## src/rtl/spi_pkg.sv

```systemverilog
// Shared types for the SPI master: FSM state encoding, mode constants, clog2 helper.
// Latency: n/a (declarations only).
// Backpressure: n/a.
package spi_pkg;

    typedef enum logic [2:0] {
        IDLE,
        SETUP,
        XFER,
        HOLD,
        TERM
    } spi_state_e;

    // SPI modes encoded as {cpol, cpha}
    localparam logic [1:0] SPI_MODE0 = 2'b00;
    localparam logic [1:0] SPI_MODE1 = 2'b01;
    localparam logic [1:0] SPI_MODE2 = 2'b10;
    localparam logic [1:0] SPI_MODE3 = 2'b11;

    // Ceiling log2, used for constant width calculations
    function automatic int clog2(input int value);
        int r;
        int v;
        r = 0;
        v = value - 1;
        while (v > 0) begin
            r = r + 1;
            v = v >> 1;
        end
        return r;
    endfunction

endpackage

```

## src/rtl/spi_clk_gen.sv

```systemverilog
// SPI clock generator: half-period counter, sclk register, leading/trailing edge strobes.
// Latency: first strobe div+1 cycles after en rises; sclk toggles on the edge ending a strobe cycle.
// Backpressure: none; en low parks sclk at start_lvl and clears the counter.
module spi_clk_gen #(
    parameter int DIV_W = 12
) (
    input  logic             clk,
    input  logic             rst,
    input  logic             en,
    input  logic             start_lvl,
    input  logic [DIV_W-1:0] div,
    output logic             sclk,
    output logic             lead_edge,
    output logic             trail_edge
);

    logic [DIV_W-1:0] cnt_q, cnt_d;
    logic             sclk_q, sclk_d;

    // Next counter/sclk value and edge strobes; a strobe marks the cycle before sclk moves
    always_comb begin
        cnt_d      = cnt_q;
        sclk_d     = sclk_q;
        lead_edge  = 1'b0;
        trail_edge = 1'b0;
        if (!en) begin
            cnt_d  = '0;
            sclk_d = start_lvl;
        end else if (cnt_q == div) begin
            cnt_d  = '0;
            sclk_d = ~sclk_q;
            // Moving away from the idle level is the leading edge
            if (sclk_q == start_lvl) begin
                lead_edge = 1'b1;
            end else begin
                trail_edge = 1'b1;
            end
        end else begin
            cnt_d = cnt_q + DIV_W'(1);
        end
    end

    // Counter and sclk registers
    always_ff @(posedge clk or posedge rst) begin
        if (rst) begin
            cnt_q  <= '0;
            sclk_q <= 1'b0;
        end else begin
            cnt_q  <= cnt_d;
            sclk_q <= sclk_d;
        end
    end

    assign sclk = sclk_q;

endmodule

```

## src/rtl/spi_master_gen.sv

```systemverilog
// SPI master, all four modes, MSB/LSB first, runtime divider, multi-word frames with ss_n held.
// Latency: accept edge to rx_valid = (2*DATA_W+1)*(div+1) cycles from IDLE, 2*DATA_W*(div+1) from HOLD.
// Backpressure: tx_ready high only in IDLE/HOLD; tx_valid ignored while a word is in flight.
module spi_master_gen import spi_pkg::*; #(
    parameter int DATA_W = 8,
    parameter int DIV_W  = 12
) (
    input  logic              clk,
    input  logic              rst,
    input  logic [DIV_W-1:0]  div,
    input  logic              cpol,
    input  logic              cpha,
    input  logic              lsb_first,
    input  logic [DATA_W-1:0] tx_data,
    input  logic              tx_last,
    input  logic              tx_valid,
    output logic              tx_ready,
    output logic [DATA_W-1:0] rx_data,
    output logic              rx_valid,
    output logic              busy,
    output logic              ss_n,
    output logic              sclk,
    output logic              mosi,
    input  logic              miso
);

    localparam int                EDGE_W  = clog2(2 * DATA_W + 1);
    localparam logic [EDGE_W-1:0] LAST_M1 = EDGE_W'(2 * DATA_W - 1);

    spi_state_e        state_q, state_d;
    logic [DIV_W-1:0]  wait_q, wait_d;
    logic [EDGE_W-1:0] edge_q, edge_d;
    logic [DATA_W-1:0] tx_sh_q, tx_sh_d;
    logic [DATA_W-1:0] rx_sh_q, rx_sh_d;
    logic [DATA_W-1:0] rx_data_q, rx_data_d;
    logic              rx_valid_q, rx_valid_d;
    logic              mosi_q, mosi_d;
    logic              ss_n_q, ss_n_d;
    logic              tx_ready_q, tx_ready_d;
    logic [DIV_W-1:0]  div_q, div_d;
    logic              cpol_q, cpol_d;
    logic              cpha_q, cpha_d;
    logic              lsb_q, lsb_d;
    logic              last_q, last_d;

    logic              accept;
    logic              clk_en;
    logic              start_lvl;
    logic              lead_edge;
    logic              trail_edge;
    logic              sample_now;
    logic              drive_now;

    function automatic logic first_bit(input logic [DATA_W-1:0] w, input logic lsb);
        return lsb ? w[0] : w[DATA_W-1];
    endfunction

    function automatic logic [DATA_W-1:0] shift_out(input logic [DATA_W-1:0] w, input logic lsb);
        return lsb ? (w >> 1) : (w << 1);
    endfunction

    function automatic logic [DATA_W-1:0] shift_in(input logic [DATA_W-1:0] w, input logic b,
                                                    input logic lsb);
        return lsb ? {b, w[DATA_W-1:1]} : {w[DATA_W-2:0], b};
    endfunction

    // In IDLE sclk follows the live cpol; afterwards the frozen copy
    assign clk_en    = (state_q == XFER);
    assign start_lvl = (state_q == IDLE) ? cpol : cpol_q;

    spi_clk_gen #(
        .DIV_W(DIV_W)
    ) u_clk_gen (
        .clk       (clk),
        .rst       (rst),
        .en        (clk_en),
        .start_lvl (start_lvl),
        .div       (div_q),
        .sclk      (sclk),
        .lead_edge (lead_edge),
        .trail_edge(trail_edge)
    );

    assign accept     = tx_valid && tx_ready_q;
    // cpha=0 samples on leading edges; cpha=1 samples on trailing edges
    assign sample_now = cpha_q ? trail_edge : lead_edge;
    // The final trailing edge of a cpha=0 word carries no new bit
    assign drive_now  = cpha_q ? lead_edge : (trail_edge && (edge_q != LAST_M1));

    // Next-state, shift and output logic
    always_comb begin
        state_d    = state_q;
        wait_d     = wait_q;
        edge_d     = edge_q;
        tx_sh_d    = tx_sh_q;
        rx_sh_d    = rx_sh_q;
        rx_data_d  = rx_data_q;
        rx_valid_d = 1'b0;
        mosi_d     = mosi_q;
        ss_n_d     = ss_n_q;
        div_d      = div_q;
        cpol_d     = cpol_q;
        cpha_d     = cpha_q;
        lsb_d      = lsb_q;
        last_d     = last_q;

        case (state_q)
            IDLE: begin
                mosi_d = 1'b1;
                ss_n_d = 1'b1;
                if (accept) begin
                    div_d   = div;
                    cpol_d  = cpol;
                    cpha_d  = cpha;
                    lsb_d   = lsb_first;
                    last_d  = tx_last;
                    ss_n_d  = 1'b0;
                    wait_d  = '0;
                    edge_d  = '0;
                    state_d = SETUP;
                    if (!cpha) begin
                        mosi_d  = first_bit(tx_data, lsb_first);
                        tx_sh_d = shift_out(tx_data, lsb_first);
                    end else begin
                        tx_sh_d = tx_data;
                    end
                end
            end
            SETUP: begin
                if (wait_q == div_q) begin
                    wait_d  = '0;
                    state_d = XFER;
                end else begin
                    wait_d = wait_q + DIV_W'(1);
                end
            end
            XFER: begin
                if (lead_edge || trail_edge) begin
                    edge_d = edge_q + EDGE_W'(1);
                end
                if (sample_now) begin
                    rx_sh_d = shift_in(rx_sh_q, miso, lsb_q);
                end
                if (drive_now) begin
                    mosi_d  = first_bit(tx_sh_q, lsb_q);
                    tx_sh_d = shift_out(tx_sh_q, lsb_q);
                end
                if ((lead_edge || trail_edge) && (edge_q == LAST_M1)) begin
                    rx_data_d  = rx_sh_d;
                    rx_valid_d = 1'b1;
                    wait_d     = '0;
                    state_d    = last_q ? TERM : HOLD;
                end
            end
            HOLD: begin
                if (accept) begin
                    last_d  = tx_last;
                    edge_d  = '0;
                    state_d = XFER;
                    if (!cpha_q) begin
                        mosi_d  = first_bit(tx_data, lsb_q);
                        tx_sh_d = shift_out(tx_data, lsb_q);
                    end else begin
                        tx_sh_d = tx_data;
                    end
                end
            end
            TERM: begin
                if (wait_q == div_q) begin
                    wait_d  = '0;
                    ss_n_d  = 1'b1;
                    mosi_d  = 1'b1;
                    state_d = IDLE;
                end else begin
                    wait_d = wait_q + DIV_W'(1);
                end
            end
            default: begin
                state_d = IDLE;
            end
        endcase

        tx_ready_d = (state_d == IDLE) || (state_d == HOLD);
    end

    // State and datapath registers; reset forces pins to their idle levels at once
    always_ff @(posedge clk or posedge rst) begin
        if (rst) begin
            state_q    <= IDLE;
            wait_q     <= '0;
            edge_q     <= '0;
            tx_sh_q    <= '0;
            rx_sh_q    <= '0;
            rx_data_q  <= '0;
            rx_valid_q <= 1'b0;
            mosi_q     <= 1'b1;
            ss_n_q     <= 1'b1;
            tx_ready_q <= 1'b0;
            div_q      <= '0;
            cpol_q     <= 1'b0;
            cpha_q     <= 1'b0;
            lsb_q      <= 1'b0;
            last_q     <= 1'b0;
        end else begin
            state_q    <= state_d;
            wait_q     <= wait_d;
            edge_q     <= edge_d;
            tx_sh_q    <= tx_sh_d;
            rx_sh_q    <= rx_sh_d;
            rx_data_q  <= rx_data_d;
            rx_valid_q <= rx_valid_d;
            mosi_q     <= mosi_d;
            ss_n_q     <= ss_n_d;
            tx_ready_q <= tx_ready_d;
            div_q      <= div_d;
            cpol_q     <= cpol_d;
            cpha_q     <= cpha_d;
            lsb_q      <= lsb_d;
            last_q     <= last_d;
        end
    end

    assign tx_ready = tx_ready_q;
    assign rx_data  = rx_data_q;
    assign rx_valid = rx_valid_q;
    assign busy     = (state_q != IDLE);
    assign ss_n     = ss_n_q;
    assign mosi     = mosi_q;

endmodule

```

## config.mk

```make
export PLATFORM = sky130hd
export DESIGN_NAME = spi_master_gen
export DESIGN_NICKNAME = d
export VERILOG_FILES = /design/src/rtl/spi_pkg.sv /design/src/rtl/spi_clk_gen.sv /design/src/rtl/spi_master_gen.sv
export SDC_FILE = /design/constraint.sdc
export NUM_CORES = 1
export LEC_CHECK = 0
export ABC_AREA = 1
export CAP_MARGIN = 10
export CORE_ASPECT_RATIO = 1.75
export CORE_MARGIN = 2
export CORE_UTILIZATION = 55
export DETAILED_ROUTE_END_ITERATION = 10
export GPL_ROUTABILITY_DRIVEN = 0
export PLACE_DENSITY = 0.86
export SKIP_CTS_REPAIR_TIMING = 1
export SYNTH_ARGS = -nofsm -noshare
export SYNTH_HDL_FRONTEND = slang
export SYNTH_SLANG_ARGS = --single-unit
```

## constraint.sdc

```tcl
create_clock -name clk -period 2.73 [get_ports clk]
set_input_delay 0.4095 -clock clk [delete_from_list [all_inputs] [get_ports clk]]
set_output_delay 0.4095 -clock clk [all_outputs]
set_load 0.01 [all_outputs]
```

==> results of run 1 <==
-- logic make-up after synthesis --
| kind of cell | count (synthesis) | share of synthesized area (%) |
|---|---|---|
| and+or+nand+nor | 356 | 35.0 |
| DFF | 77 | 41.8 |
| adders and majority gates | 4 | 1.08 |
| xor gates and xnor gates | 14 | 2.65 |
| AOI/OAI and AO/OA | 85 | 10.7 |
| buffers and inverters | 97 | 8.88 |
-- Yosys cell counts (all sizes together), types with 5 or more instances --
master    n
inv      78
dfrtp    75
o211ai    5
xor2      8
nand3    46
nor2     46
buf      11
or2       7
a21oi    12
nand2   222
xnor2     6
and2      8
nand4    19
clkbuf    8
o21ai    52
-- worst max-delay path by stage --
stage,startpoint,to,slack (ps),cells after the start
finish,state_q[2],rx_data[5],600,9
global route,state_q[0],wait_q[0],410,10
floorplan,rst,cpha_q,360,1
global placement,tx_valid,tx_sh_q[5],670,7
CTS,u_clk_gen.cnt_q[0],wait_q[0],610,12
detailed placement,cpol,tx_sh_q[6],580,10
-- through the flow --
step | worst slack, ps | instances | hold slack (ps)
detailed placement | 579 | 753 | 460
global route | 412 | 769 | 495
finish | 604 | 769 | 464
CTS | 607 | 769 | 469
global placement | 672 | 753 | 459
floorplan | 357 | 633 | 442
-- state kept, by name (all words and copies together), names as in the netlist, 3 cells and up --
register / flops
div_q: 12
u_clk_gen.cnt_q: 12
wait_q: 12
rx_data: 8
rx_sh_q: 8
tx_sh_q: 8
edge_q: 5
state_q: 3
-- layout make-up --
type | count | area [um^2] | share of cell area (%)
clock buffers | 12 | 256 | 4.74
clock inverters | 4 | 70.1 | 1.29
inverters | 78 | 293 | 5.41
multi-input cells | 459 | 2280 | 42.1
flip-flops and latches | 77 | 1930 | 35.6
well taps | 92 | 115 | 2.13
repair buffers | 47 | 468 | 8.65
-- layout by cell type (no fill, tap or decap), types with 8 or more instances in the layout --
cell,netlist,final
sky130_fd_sc_hd__nand2_1,213,213
sky130_fd_sc_hd__and2_1,8,8
sky130_fd_sc_hd__clkbuf_16,0,9
sky130_fd_sc_hd__clkdlybuf4s50_1,0,41
sky130_fd_sc_hd__xor2_1,8,8
sky130_fd_sc_hd__nor2_1,40,40
sky130_fd_sc_hd__o21ai_0,50,50
sky130_fd_sc_hd__nand3_1,44,44
sky130_fd_sc_hd__dfrtp_1,75,75
sky130_fd_sc_hd__inv_1,73,72
sky130_fd_sc_hd__nand4_1,17,17
sky130_fd_sc_hd__a21oi_1,11,11
-- where the power goes --
part           total [uW]  switching, uW  internal (uW)  leakage (uW)
Clock                1310            465            847      0.000163
Combinational         109           58.7           50.8       0.00154
Sequential           1150           1.96           1140      0.000868
Total                2570            526           2040       0.00257
-- critical path, stage by stage, from the launching register on --
cell and delay (ps):
sky130_fd_sc_hd__dfrtp_1 430, sky130_fd_sc_hd__inv_2 90, sky130_fd_sc_hd__nand2_2 100, sky130_fd_sc_hd__nor2_2 530
sky130_fd_sc_hd__buf_4 240, sky130_fd_sc_hd__nand4_4 180, sky130_fd_sc_hd__nand2_4 170, sky130_fd_sc_hd__nand2_1 90
sky130_fd_sc_hd__nand3_1 110, sky130_fd_sc_hd__nand2_1 60
-- routing by layer --
metal  vias up  part of all wire (%)  track usage (%)
met4         0                   2.7             12.9
met1      2095                    37             29.5
met3        34                   5.2             5.72
met2       168                    55             48.6
met5         -                     0                0
li1       2107                     -                -
==> results.md, run 1 <==
Run status:
- The flow ran to the end, and the final reports show no timing, DRC or antenna violations.

Clocking:
- The clock net in this run drives a total of 77 sinks.
- The clock root buffer master is sky130_fd_sc_hd__clkbuf_16.
- For the worst-skew pair, the clock arrives at the later sink with an insertion delay of 340 ps.
- The total number of H-tree levels is 3.
- The deepest clock path buffer count is 2.
- TritonCTS built the clock tree.
- The number of buffers created by CTS is 9.
- The clock slew at the register clock pins of the worst setup and hold paths is 60 ps.

Final layout:
- The area added between synthesis and finish is 17.1%.
- The repair_antennas step left the layout with diodes totalling 0.
- The final layout contains 704 nets.
- The number of fill cells is 669.
- Cells with a size suffix above 1 make up 8.27% of the layout.
- Cells fill 66.0% of the core in the end.
- The final design instance area without fill is 5410 um^2.

Routing:
- Using the TritonRoute via totals, the vias-per-cell ratio works out to 5.73.
- The length of the first detailed-routing pass in iterations is 5.
- Summed over all layers, the routed wires come to 11600 um.
- The number of violations reported at the end of detailed-routing iteration 0 is 326.
- In this run the remaining antenna-violating nets after routing total 0.
- The routed length per placed instance is 15.1 um.
- In the routed design, unresolved DRC markers number 0.
- The via total after detailed routing is 4404.

Yosys:
- The area share of the largest cell type after synthesis is 40.6%.
- The number of synthesis warnings is 0.
- The number of different library cells used by synthesis comes to 42.
- The number of enable-type register cells in the synthesized netlist is 0.
- The post-synthesis async set-or-reset flop share is 100%.
- The synthesized area per cell is 7.30 um^2.
- The post-synthesis cell type with the largest combined area is sky130_fd_sc_hd__dfrtp_1.
- Counting flops and latches in the post-synthesis netlist gives 77.
- The net count after synthesis is 665.
- The post-synthesis sequential area ratio is 41.8%.
- The netlist area before placement is 4620 um^2.
- In the post-synthesis netlist, the biggest area contributors are sky130_fd_sc_hd__dfrtp_1 41%, sky130_fd_sc_hd__nand2_1 17%, sky130_fd_sc_hd__inv_1 5.9%.
- After technology mapping, the gate count stands at 633.
- The most used flip-flop cell after synthesis is sky130_fd_sc_hd__dfrtp_1.

Timing:
- Setup violations remaining at the end of the flow were counted as 0.
- In the final timing run, aggregate negative setup slack is 0 ps.
- The hold violation count in the final report is 0.
- After layout, the minimum clock period comes to 2130 ps.
- The final period utilization is 77.9%.
- Static timing analysis puts the maximum clock frequency at 470 MHz.
- Measured against its own limit, the worst slew margin works out to 56.2%.
- The slew at the pin closest to its max-slew limit is 656 ps.
- Setup repair after global routing left no endpoint under its margin.
- The final number of max-transition violations is 0.
- The worst clock skew is 7.23 ps.

Pwr:
- The design draws 2570 uW.
- In this run the power density over the cells is 475 nW/um^2.
- Summed over all cells, the static leakage comes to 0.00257 uW.
- The peak supply drop is 325 uV.

Global route:
- The number of global-route vias before repair is 4451.
- In the global route stage, overall resource usage came out at 27.2%.
- The overall overflow remaining after global route is 0.
- The initial antenna violation count is 0.
- Entering global routing, the biggest net connects 78 pins.
- The wire length of the first global-routing pass is 19800 um.

Job:
- The count of maximum capacitance violations is 0.

Hold path:
- The end point of the worst hold path is mosi.
- The type of the tightest min-delay check is reg2reg.
- The depth of the worst hold-timing path is 2.
- The startpoint identified for the worst hold timing path is mosi.

Setup path:
- The setup check on the worst reg-to-reg path leaves a slack of 600 ps.
- The data arrival at the endpoint of the critical path is 2350 ps.
- The worst setup path is launched from a register.
- The critical path required time is 2960 ps.
- The destination of the worst register-to-register timing path is rx_data[5].
- The category of the most critical setup path is reg2reg.
- The largest fanout on the critical path is 13.
- For the worst flop-to-flop path, the logic depth is 9.
- The startpoint of the worst-slack reg-to-reg timing path is state_q[2].
- The worst setup path is captured at a register.

Floorplan:
- For this configuration, the core starts out at a cell density of 56.3%.
- The floorplan step defined a die boundary enclosing 9180 um^2.
- The die is 125 um tall.
- The core region is 8200 um^2.
- From left edge to right edge, the die measures 73.3 um.
- The cell row count is 44.
- 42 I/O pins were placed.

Place:
- The cell area reported after detailed placement is 5090 um^2.
- The sum of net half-perimeters after detailed placement is 8310 um.
- The number of buffers added on ports is 41.
Note: power is estimated with default switching activity, not from simulation.
==> inputs of run 2 (changes only) <==
clock period = 2.1 ns   (was 2.73 ns; I/O delays follow)
==> run 2 against run 1 <==
Net effect:
- fmax grew 6.3%
- combinational power grew 34%
- sequential share of layout area shrank 0.75 points
- final area grew 2.1%
- die area is the same
- non-clock buffer count grew 9
- cell count grew 1.2%
- critical path type unchanged
- critical endpoint is now tx_ready
==> results.md, run 2 (synthesis gave the netlist of run 1 again) <==
Final layout:
- The final cell count without fillers is 778.
- The count of antenna diodes in the layout is 0.
- The fraction of final layout cells sized beyond drive strength 1 is 9.62%.
- The most common cell after layout, fill and taps aside is sky130_fd_sc_hd__nand2_1.
- The top cell types in the final layout, fill and taps aside, are 213 x sky130_fd_sc_hd__nand2_1, 75 x sky130_fd_sc_hd__dfrtp_1, 72 x sky130_fd_sc_hd__inv_1.
- From synthesis to final layout, the design area changed by 19.7%.
- The net count of the finished layout is 713.
- The final core area utilization is 67.4%.
- The largest registers in the layout are div_q: 12 flops, u_clk_gen.cnt_q: 12 flops, wait_q: 12 flops.

Global route:
- The number of global-route vias before repair is 4469.
- The first global-routing pass estimated 19600 um of wire.
- For this run, the total global-route usage over all layers was measured as 27.2%.
- Entering global routing, the biggest net connects 31 pins.
- The initial antenna violation count came to 0.
- The overall overflow remaining after global route is 0.

Setup path:
- Walking the worst path, the cells encountered are xnor2_1, nand2_1, nor2_1, nand2_1, nor2_8, nand4_1, nand2_1, nand2_1, a21oi_1.
- The cell type with the highest occurrence count on the critical path is sky130_fd_sc_hd__nand2_1.
- The cell family contributing the most delay on the critical path is simple AND/OR/NAND/NOR gates.
- The largest individual stage delay along the critical path comes from the cell sky130_fd_sc_hd__dfrtp_1.
- The worst setup path is captured at a register.
- The critical path required time is 2310 ps.
- The data arrival at the endpoint of the critical path is 2210 ps.
- The largest fanout on the critical path is 8.
- The category of the most critical setup path is reg2reg.
- The kind of start point of the critical path is a register.
- The count of buffering cells on the critical path with inverters included is 0.
- The maximum single-stage delay on the critical path is 440 ps.

Pwr:
- Sequential cells burn 43.3% of the power.
- Per report_power, the combinational group accounts for 4.2% of the total.
- In this run the power spent charging and discharging nets is 716 uW.
- The internal power of the cells totals 2730 uW.
- The peak supply drop is 435 uV.
- Net switching is 20.8% of the power.
- The clock group share of total power is 52.5%.
- The static leakage is 0.00262 uW.
- Dividing total power by cell area gives a power density of 623 nW/um^2.

Routing:
- The via total after detailed routing is 4376.
- The final antenna-violating net count is 0.
- Dividing the detail-routed via count by the number of cells gives 5.62.
- The final layout contains routed wiring with a total length of 11500 um.
- The number of violations reported at the end of detailed-routing iteration 0 is 277.
- In the routed design, unresolved DRC markers number 0.
- The length of the first detailed-routing pass in iterations is 5.
- Dividing the detail-routed wire length by the instance count gives 14.8 um.

Floorplan:
- In this run the standard cell core region covers 8200 um^2.
- In this run the horizontal extent of the chip is 73.3 um.
- The floorplan step defined a die boundary enclosing 9180 um^2.
- The initial utilization of the core area, before any placement, comes to 56.3%.
- In this run the core area contains 44 standard-cell rows.
- The floorplan step set the die height to 125 um.
- In this run the count of I/O pins placed on the die edge is 42.

Timing:
- The final number of max-transition violations is 0.
- The slew at the pin closest to its max-slew limit is 545 ps.
- The hold violation count in the final report was 0.
- The setup slack of the critical path after layout is 101 ps.
- The setup violation total in the final timing report is 0.
- Setup repair after global routing left no endpoint under its margin.
- The tightest hold margin is 372 ps.
- After layout, the minimum clock period comes to 2000 ps.
- Based on the critical path, the design can be clocked at up to 500 MHz.
- In the finished design, the share of the clock period the worst path needs comes to 95.2%.
- Summed over all failing endpoints, the final setup total negative slack is 0 ps.
- The worst clock skew is 4.92 ps.
- The worst pin sits at a relative slew slack of 63.6%.

Hold path:
- The type of the tightest min-delay check is in2async.

Place:
- Input and output buffers added on the ports amount to 41.
- The number of placed instances, taps included, is 762.
- The sum of net half-perimeters after detailed placement is 8550 um.
- Timing analysis after detailed placement gives a worst setup slack of 149 ps.

Clocking:
- The TritonCTS clock tree is yes.
- CTS placed an instance of sky130_fd_sc_hd__clkbuf_16 at the clock tree root.
- Buffers inserted during clock tree synthesis total 9.
- The clock insertion delay at the later pin of the skew report is 340 ps.
- The deepest clock path buffer count is 2.
- Clock tree synthesis found a total of 77 sinks.
- Clock-pin slew was measured on the worst setup and hold paths at 60 ps.
- The total number of H-tree levels is 3.

Run status:
- The flow ran to the end, and the final reports show no timing, DRC or antenna violations.

Job:
- The count of maximum capacitance violations is 0.
-- run 2: cell types whose count changed in the layout (fill, tap and decap cells not counted), sizes merged --
cell      delta
clkinvlp     +1
bufinv       +1
inv          +1
clkbuf       -3
buf          +9
-- run 2: final timing paths --
kind,startpoint,endpoint,slack [ps],depth (start not counted)
worst max-delay path,div_q[3],tx_ready,100,9
worst min-delay path,rst,rx_sh_q[4],370,2
worst max register to register,div_q[3],tx_ready,100,9
worst min register to register,cpol_q,cpol_q,470,2
max in group asynchronous,rst,ss_n,1160,3
min in group clk,cpol_q,cpol_q,470,2
-- run 2: power by group through the flow --
| stage | logic (uW) | registers, uW | clock network, uW |
|---|---|---|---|
| 2_1_floorplan | 62.5 | 1520 | 0 |
| 3_5_place_dp | 147 | 1520 | 0 |
| 5_1_grt | 164 | 1490 | 1880 |
| 3_3_place_gp | 142 | 1520 | 0 |
| 4_1_cts | 147 | 1490 | 1830 |
| 6_report | 146 | 1490 | 1810 |
-- run 2: area by class of cell --
class                      instances  area [um^2]
clock buffer                       9          225
clock inverter                     7          121
multi-input combinational        459         2290
sequential                        77         1930
tap                               92          115
timing repair buffer              56          548
inverter                          78          297
fill                             677         2670
-- run 2: metal layers --
| layer | GRT usage, % | vias up | routed length, um |
|---|---|---|---|
| li1 | - | 2124 | - |
| met1 | 28.4 | 2064 | 4310 |
| met2 | 49.2 | 148 | 6270 |
| met3 | 4.67 | 40 | 465 |
| met4 | 14.8 | 0 | 503 |
| met5 | 0 | - | 0 |
-- run 2: metrics by stage --
| step | cell area [um^2] | power, uW |
|---|---|---|
| 2_1_floorplan | 4620 | 1580 |
| 3_3_place_gp | 5170 | 1660 |
| 3_5_place_dp | 5170 | 1660 |
| 4_1_cts | 5520 | 3460 |
| 5_1_grt | 5530 | 3530 |
| 6_report | 5530 | 3440 |
==> inputs of run 3 (changes only) <==
MAX_ROUTING_LAYER = met4   (was unset)
SKIP_LAST_GASP = 1   (was unset)
==> run 3 against run 2 <==
Net effect:
- final area is the same
- die area is the same
- routed wire length shrank 0.16%
- largest power group unchanged
- critical path type unchanged
- non-clock buffer count is the same
- sequential power is essentially flat
- largest cell class unchanged
==> results.md, run 3 (synthesis gave the netlist of run 1 again) <==
Clocking:
- The number of buffers created by CTS is 9.
- The clock slew at the register clock pins of the worst setup and hold paths is 60 ps.
- The clock insertion delay at the later pin of the skew report is 340 ps.
- Counting every sink on the clock net gives 77.
- CTS placed an instance of sky130_fd_sc_hd__clkbuf_16 at the clock tree root.
- CTS built an H-tree with a depth of 3.
- The TritonCTS clock tree is yes.
- The deepest clock path buffer count is 2.

Pwr:
- The share of total power dissipated in combinational logic is 4.2%.
- Cell internal power was estimated by the tool at 2730 uW.
- The overall power of the completed layout is 3440 uW.
- Power spread over the standard cell area amounts to 622 nW/um^2.
- The switching fraction of total power is 20.7%.
- The analysis attributes to cell leakage a power of 0.00262 uW.
- Sequential cells burn 43.3% of the power.
- Per report_power, the clock group accounts for 52.4% of the total.
- The net switching power of the design is 713 uW.
- VDD sags by at most 438 uV.

Setup path:
- The logic depth of the worst register-to-register path is 11.
- The endpoint identified for the worst register-to-register timing path is tx_ready.
- For flop-to-flop paths, the worst setup slack is 100 ps.
- The kind of start point of the critical path is a register.
- By startpoint and endpoint, the worst setup path is classified as reg2reg.
- Of all nets on the critical path, the largest fanout is 8.
- Following the worst setup path forward leads to its endpoint at tx_ready.
- STA puts the critical path data required time at 2320 ps.
- The most critical setup path has its startpoint at u_clk_gen.cnt_q[0].
- STA classifies the critical path endpoint as a register.
- The worst register-to-register path begins at u_clk_gen.cnt_q[0].
- For the worst setup path, the data arrival time is 2210 ps.

Routing:
- The final antenna-violating net count is 0.
- Wires add up to 11500 um.
- After detailed routing, the number of remaining DRC violations is 0.
- The number of violations reported at the end of detailed-routing iteration 0 is 276.
- For this run, the detailed router's first-pass iteration total came to 4.
- The routed length per placed instance is 14.8 um.
- Using the TritonRoute via totals, the vias-per-cell ratio works out to 5.59.
- For this block, the via count after detailed routing is 4351.

Floorplan:
- The initialized floorplan defines 44 standard-cell rows.
- For this configuration, the core starts out at a cell density of 56.3%.
- The full die area is 9180 um^2.
- The die boundary width is 73.3 um.
- The number of I/O pins is 42.
- The total core area is 8200 um^2.
- The die is 125 um tall.

Place:
- The sum of net half-perimeters after detailed placement is 8550 um.
- During placement, the flow inserted port buffers numbering 41.

Global route:
- Summed over all layers, the global routing overflow is 0.
- Entering global routing, the biggest net connects 31 pins.
- The wire length of the first global-routing pass is 19600 um.
- The overall fraction of global-route tracks in use is 27.9%.
- The initial antenna violation count is 0.
- The number of global-route vias before repair is 4463.

Final layout:
- In the final layout, the registers with the most flip-flops are div_q: 12 flops, u_clk_gen.cnt_q: 12 flops, wait_q: 12 flops.
- The most common cell after layout, fill and taps aside is sky130_fd_sc_hd__nand2_1.
- Leaving out fill and tap cells, the most frequent cells in the layout are 213 x sky130_fd_sc_hd__nand2_1, 75 x sky130_fd_sc_hd__dfrtp_1, 72 x sky130_fd_sc_hd__inv_1.
- The final net count is 713.
- 0 antenna diodes ended up in the layout.
- The area growth from synthesis to layout is 19.7%.
- Cells with a size suffix above 1 make up 9.62% of the layout.

Run status:
- The flow ran to the end, and the final reports show no timing, DRC or antenna violations.

Timing:
- Measured against its own limit, the worst slew margin works out to 63.0%.
- Setup repair after global routing left no endpoint under its margin.
- The worst path in the final design needs a cycle of 2000 ps, including I/O delays and setup.
- Static timing analysis puts the maximum clock frequency at 501 MHz.
- The final number of max-transition violations came to 0.
- Setup violations remaining at the end of the flow were counted as 0.
- The clock arrives with 4.92 ps of skew.
- In the finished design, the share of the clock period the worst path needs comes to 95.0%.
- The hold violation count in the final report is 0.
- Adding up every negative setup slack in the final design gives 0 ps.
- For the pin with the worst max-slew slack, the measured transition is 553 ps.

Job:
- The tool flagged a number of max-cap violations equal to 0.

Hold path:
- The min-delay analysis places its worst path in the category in2async.
-- run 3: critical path, stage by stage, from the launching register on --
cell                      delay, ps
sky130_fd_sc_hd__dfrtp_1        450
sky130_fd_sc_hd__inv_1           80
sky130_fd_sc_hd__nand2_1         50
sky130_fd_sc_hd__nand2_1         50
sky130_fd_sc_hd__nand2_1         70
sky130_fd_sc_hd__nor2_1         120
sky130_fd_sc_hd__nand2_1        150
sky130_fd_sc_hd__nor2_8         250
sky130_fd_sc_hd__nand4_1        190
sky130_fd_sc_hd__nand2_1        110
sky130_fd_sc_hd__nand2_1         80
sky130_fd_sc_hd__a21oi_1        280
-- run 3: worst min-delay path by stage --
stage / start / end / cells past startpoint
floorplan: cpol / cpol_q / 2
detailed placement: cpol_q / cpol_q / 2
CTS: rst / rx_valid / 2
global route: rst / rx_data[5] / 2
finish: rst / rx_sh_q[4] / 2
global placement: cpol_q / cpol_q / 2
-- run 3: cell type report --
cell class | count | area, um^2
tap | 92 | 115
fill | 677 | 2670
multi-input combinational | 459 | 2290
clock buffer | 9 | 225
timing repair buffer | 56 | 548
clock inverter | 7 | 121
inverter | 78 | 297
sequential | 77 | 1930
-- run 3: stage by stage --
| step | setup slack [ps] | utilization, % | instances | instance area (um^2) | hold WS [ps] |
|---|---|---|---|---|---|
| after global placement | 223 | 63.0 | 762 | 5170 | 454 |
| after detailed placement | 149 | 63.0 | 762 | 5170 | 465 |
| after global routing | 6.33 | 67.4 | 778 | 5530 | 416 |
| after CTS | 149 | 67.3 | 778 | 5520 | 381 |
| after floorplan | 454 | - | 633 | 4620 | 432 |
| final | 105 | 67.4 | 778 | 5530 | 374 |
-- run 3: power by group through the flow --
stage,clock network [uW],logic [uW],registers [uW]
after CTS,1830,147,1490
after global placement,0,142,1520
after global routing,1880,164,1490
after detailed placement,0,147,1520
after floorplan,0,62.5,1520
final,1800,146,1490
-- run 3: per-layer routing --
metal / part of all wire (%) / GRT usage, %
met1: 38 / 28.6
met2: 55 / 49.2
met3: 3.7 / 4.35
met4: 4.1 / 14.7
met5: 0 / -
